$ cat src/rtl/alu_cmd_sequencer_pkg.sv
// Shared definitions for the ALU command sequencer:
// opcodes, widths and the sequencer state encoding.
package alu_pkg;

  localparam int OP_W   = 3;
  localparam int DATA_W = 8;

  localparam logic [OP_W-1:0] OP_ADD = 3'b000;
  localparam logic [OP_W-1:0] OP_SUB = 3'b001;
  localparam logic [OP_W-1:0] OP_MUL = 3'b010;
  localparam logic [OP_W-1:0] OP_DIV = 3'b011;
  localparam logic [OP_W-1:0] OP_MOD = 3'b100;

  typedef enum logic [1:0] {
    IDLE    = 2'd0,
    DRIVE   = 2'd1,
    CAPTURE = 2'd2,
    RESP    = 2'd3
  } state_t;

endpackage

$ cat src/rtl/alu_cmd_sequencer.sv
// Sequences one command at a time through an external
// combinational ALU and returns a tagged, error-checked response.
module alu_cmd_sequencer
  import alu_pkg::*;
#(
  parameter int TAG_W = 4,
  parameter int CNT_W = 8
) (
  input  logic              clk_i,
  input  logic              rst_i,
  input  logic              cmd_valid_i,
  output logic              cmd_ready_o,
  input  logic [OP_W-1:0]   cmd_op_i,
  input  logic [DATA_W-1:0] cmd_a_i,
  input  logic [DATA_W-1:0] cmd_b_i,
  input  logic [TAG_W-1:0]  cmd_tag_i,
  output logic [OP_W-1:0]   alu_ctrl_o,
  output logic [DATA_W-1:0] alu_data0_o,
  output logic [DATA_W-1:0] alu_data1_o,
  input  logic [DATA_W-1:0] alu_result_i,
  output logic              rsp_valid_o,
  input  logic              rsp_ready_i,
  output logic [DATA_W-1:0] rsp_result_o,
  output logic [TAG_W-1:0]  rsp_tag_o,
  output logic              rsp_err_o,
  output logic [CNT_W-1:0]  ops_count_o
);

  state_t           state;
  logic [TAG_W-1:0] tag_q;
  logic             err;

  function automatic logic op_err(
    input logic [OP_W-1:0]   op,
    input logic [DATA_W-1:0] b
  );
    logic is_div;
    is_div = (op == OP_DIV) || (op == OP_MOD);
    return (op > OP_MOD) || (is_div && (b == '0));
  endfunction

  // Operands are already registered on the ALU ports, so check those.
  assign err = op_err(alu_ctrl_o, alu_data1_o);

  always_ff @(posedge clk_i) begin
    if (rst_i) begin
      state        <= IDLE;
      cmd_ready_o  <= 1'b1;
      alu_ctrl_o   <= '0;
      alu_data0_o  <= '0;
      alu_data1_o  <= '0;
      tag_q        <= '0;
      rsp_valid_o  <= 1'b0;
      rsp_result_o <= '0;
      rsp_tag_o    <= '0;
      rsp_err_o    <= 1'b0;
      ops_count_o  <= '0;
    end else begin
      unique case (state)
        IDLE: begin
          if (cmd_valid_i && cmd_ready_o) begin
            state       <= DRIVE;
            cmd_ready_o <= 1'b0;
            alu_ctrl_o  <= cmd_op_i;
            alu_data0_o <= cmd_a_i;
            alu_data1_o <= cmd_b_i;
            tag_q       <= cmd_tag_i;
          end
        end
        DRIVE: begin
          state <= CAPTURE;
        end
        CAPTURE: begin
          state        <= RESP;
          rsp_valid_o  <= 1'b1;
          rsp_err_o    <= err;
          rsp_result_o <= err ? '0 : alu_result_i;
          rsp_tag_o    <= tag_q;
        end
        RESP: begin
          if (rsp_ready_i) begin
            state       <= IDLE;
            rsp_valid_o <= 1'b0;
            cmd_ready_o <= 1'b1;
            ops_count_o <= ops_count_o + 1'b1;
          end
        end
        default: begin
          state <= IDLE;
        end
      endcase
    end
  end

endmodule

$ cat config.mk
export PLATFORM = sky130hd
export DESIGN_NAME = alu_cmd_sequencer
export DESIGN_NICKNAME = d
export VERILOG_FILES = /design/src/rtl/alu_cmd_sequencer_pkg.sv /design/src/rtl/alu_cmd_sequencer.sv
export SDC_FILE = /design/constraint.sdc
export NUM_CORES = 1
export LEC_CHECK = 0
export CORE_MARGIN = 1
export CORE_UTILIZATION = 45
export CTS_BUF_LIST = sky130_fd_sc_hd__clkbuf_2 sky130_fd_sc_hd__clkbuf_4 sky130_fd_sc_hd__clkbuf_8
export DETAILED_ROUTE_END_ITERATION = 7
export DONT_BUFFER_PORTS = 1
export PLACE_DENSITY = 0.71
export SETUP_SLACK_MARGIN = 0.4
export SLEW_MARGIN = 40
export SYNTH_ARGS = -nofsm -noshare
export SYNTH_HDL_FRONTEND = slang
export SYNTH_SLANG_ARGS = --single-unit
$ cat constraint.sdc
create_clock -name clk_i -period 2.09 [get_ports clk_i]
set_clock_uncertainty 0.05 [all_clocks]
set_input_delay 0.5225 -clock clk_i [delete_from_list [all_inputs] [get_ports clk_i]]
set_output_delay 0.5225 -clock clk_i [all_outputs]
set_load 0.05 [all_outputs]
==> impl_metrics.toml <==
[layout]
drive_above_1_share = 0.1356
diodes = 0
areaGrowthSynthToFinish_pct = 14.29
fin_nets = 275
seq_area_um2 = 962.2
fill_cells = 394
fin_cells = 286
multiInputGateArea_um2 = 900.9

[synthesis]
synth_area_leaders = "dfxtp_1 (50%), nand2_1 (9.9%), a21oi_1 (8.8%), mux2i_1 (6.2%), ha_1 (3.2%)"
ys_ff_latch = 48
synth_nets = 263
syn_inst = 223
synth_edf_count = 0
ys_seq_area_frac = 0.4987
synthDistinctLibCells = 28
postSynthAreaPerCell_um2 = 8.641
synth.most_common_cell = "nand2_1"
synth_top_area_share = 0.4987
synthFlopType = "dfxtp_1"
postSynth.asyncResetShare = 0
yosysTopAreaCell = "dfxtp_1"
synthesis.area_um2 = 1927
synth_common_cells = "nand2_1 (51), dfxtp_1 (48), a21oi_1 (34), mux2i_1 (12), nor2_1 (10)"
yosysWarningCount = 0

[die]
core_um2 = 4058
dieArea_um2 = 4547
die_h_um = 67.44
rows = 23
initial_core_util = 0.4749
die_w_um = 67.44
io_pins = 77

[flow_run]
drv_cap = 0

[power_and_ir_drop]
power.leakage_nw = 0.8000
total_power_w = 0.003031
peakVddDrop_mv = 0.7177
p_per_area_nw_per_um2 = 1376

[cts]
clock-root-buffer = "clkbuf_8"
cts_max_path_buffers = 2
cts.htree.levels = 2
cts_buffers = 5
clk_latency_ns = 0.29
clkSinkCount = 48
clk_pin_slew_ns = 0.10
cts_tree = "yes"

[sta]
final-hold-violation-count = 0
max_slew.worst_pin.slew_ns = 0.5784
fin_crit_ns = 1.567
maxSlewHeadroom = 0.6139
setup_viol_count_final = 0
slew_violations = 0
rsz0062_at_grt = "false"
fmax_mhz = 638.1
tns_ns = 0
period_share = 0.7498

[drt]
wirelength_um = 3962
drt_iter0_drc = 57
ant_nets = 0
wire_per_inst_um = 13.85
vias_per_cell = 5.336
drt_pass1_iterations = 4
drc = 0
vias = 1526

[place]
place_congestion = 0.8465
port_buffers = 0
dp_cells = 278
dpl.hpwl_um = 2785

[critical_path]
rrSetupSlack_ns = 0.53
r2r_cells = 4
worstSetupPathType = "flop to output port"
crit_required_ns = 1.52
end_kind = "output port"
crit_path_start_kind = "flop"
cp-startpoint = "ops_count_o[5]$_SDFFE_PP0P_"
worst_ep_arrival_time_ns = 0.99
timing.rr.end = "ops_count_o[5]$_SDFFE_PP0P_"
r2r-start = "state[0]$_SDFFE_PP0P_"
crit_fanout = 5

[hold_path]
min_to = "rsp_result_o[3]$_SDFFE_PP0P_"
min_from = "rst_i"
holdPathStages = 1
hold_path_class = "input port to flop"

[grt]
grt_max_degree = 50
grt_pass1_wl_um = 5865
grt_use_total = 0.1756
grt.overflow.total = 0
antenna_found_initial = 0
grt_pass1_vias = 1312

[outcome]
outcome = "complete, no violations"
## worst max-delay path by stage
stage | cells after the start | to
2_1_floorplan | 3 | ops_count_o[7]$_SDFFE_PP0P_
5_1_grt | 3 | ops_count_o[7]$_SDFFE_PP0P_
4_1_cts | 0 | ops_count_o[3]
6_report | 0 | ops_count_o[5]
3_5_place_dp | 4 | ops_count_o[5]$_SDFFE_PP0P_
3_3_place_gp | 4 | ops_count_o[5]$_SDFFE_PP0P_
## cell families after synthesis
kind of cell,share of synthesized area
adder cells (fa/ha/maj),0.03247
buffers and inverters,0.04026
multiplexers,0.06818
flip-flops,0.4987
XOR/XNOR,0.009093
AND/OR/NAND/NOR,0.1883
AO/OA/AOI/OAI,0.1630
## per-stage QoR
stage                     cell area (um2)  setup WS, ns  hold WS (ns)    util
after detailed placement             2073        0.4072        0.3949  0.5109
after global routing                 2202        0.4122        0.2119  0.5427
after global placement               2073        0.4603        0.3883  0.5109
after floorplan                      1927        0.4145        0.3860       -
after CTS                            2191        0.4648        0.2208  0.5399
final                                2202        0.5229        0.2289  0.5427
## registers in the layout, summed over array words and instances (netlist names)
| register | cells |
|---|---|
| rsp_err_o | 1 |
| alu_ctrl_o | 3 |
| alu_data0_o | 8 |
| rsp_valid_o | 1 |
| cmd_ready_o | 1 |
| tag_q | 4 |
| state | 2 |
| rsp_result_o | 8 |
| alu_data1_o | 8 |
| rsp_tag_o | 4 |
| ops_count_o | 8 |
## power by group
part,total [W],internal [W],switching (W),leakage (nW)
Combinational,0.000919,0.000342,0.000577,0.354
Sequential,0.00143,0.00107,0.000368,0.391
Clock,0.000678,0.000360,0.000317,0.0548
Total,0.00303,0.00177,0.00126,0.800
## cell usage in the layout (no fill, tap or decap), types with 2 or more instances in the layout
cell / instances
nand2_1: 51
dfxtp_1: 47
a21oi_1: 34
buf_4: 19
mux2i_1: 12
nor2_1: 10
a211oi_1: 8
nand3_1: 6
inv_1: 5
o21ai_0: 5
clkbuf_8: 5
nor2b_1: 4
or4_1: 4
ha_1: 4
nand4_1: 2
o31ai_1: 2
or3_1: 2
xor2_1: 2
## routing by layer
metal,track usage,part of all wire,vias to the layer above
met5,0,0,-
met4,0.06383,0.0088,0
met3,0.09122,0.098,2
met2,0.2813,0.45,53
met1,0.1979,0.44,685
li1,-,-,786
## cell type report
class / count / area share
inverters: 5 / 0.008523
clock inverters: 3 / 0.02102
flip-flops and latches: 48 / 0.4369
repair buffers: 19 / 0.06477
multi-input cells: 156 / 0.4091
clock buffers: 5 / 0.03125
well taps: 50 / 0.02841
## repair_timing
action | CTS | global route
resized for setup | 1 | 2
setup buffers | 0 | 0
endpoints found under the setup margin | 2 | 2
hold buffers | 0 | 0
Note: power is estimated with default switching activity, not from simulation.
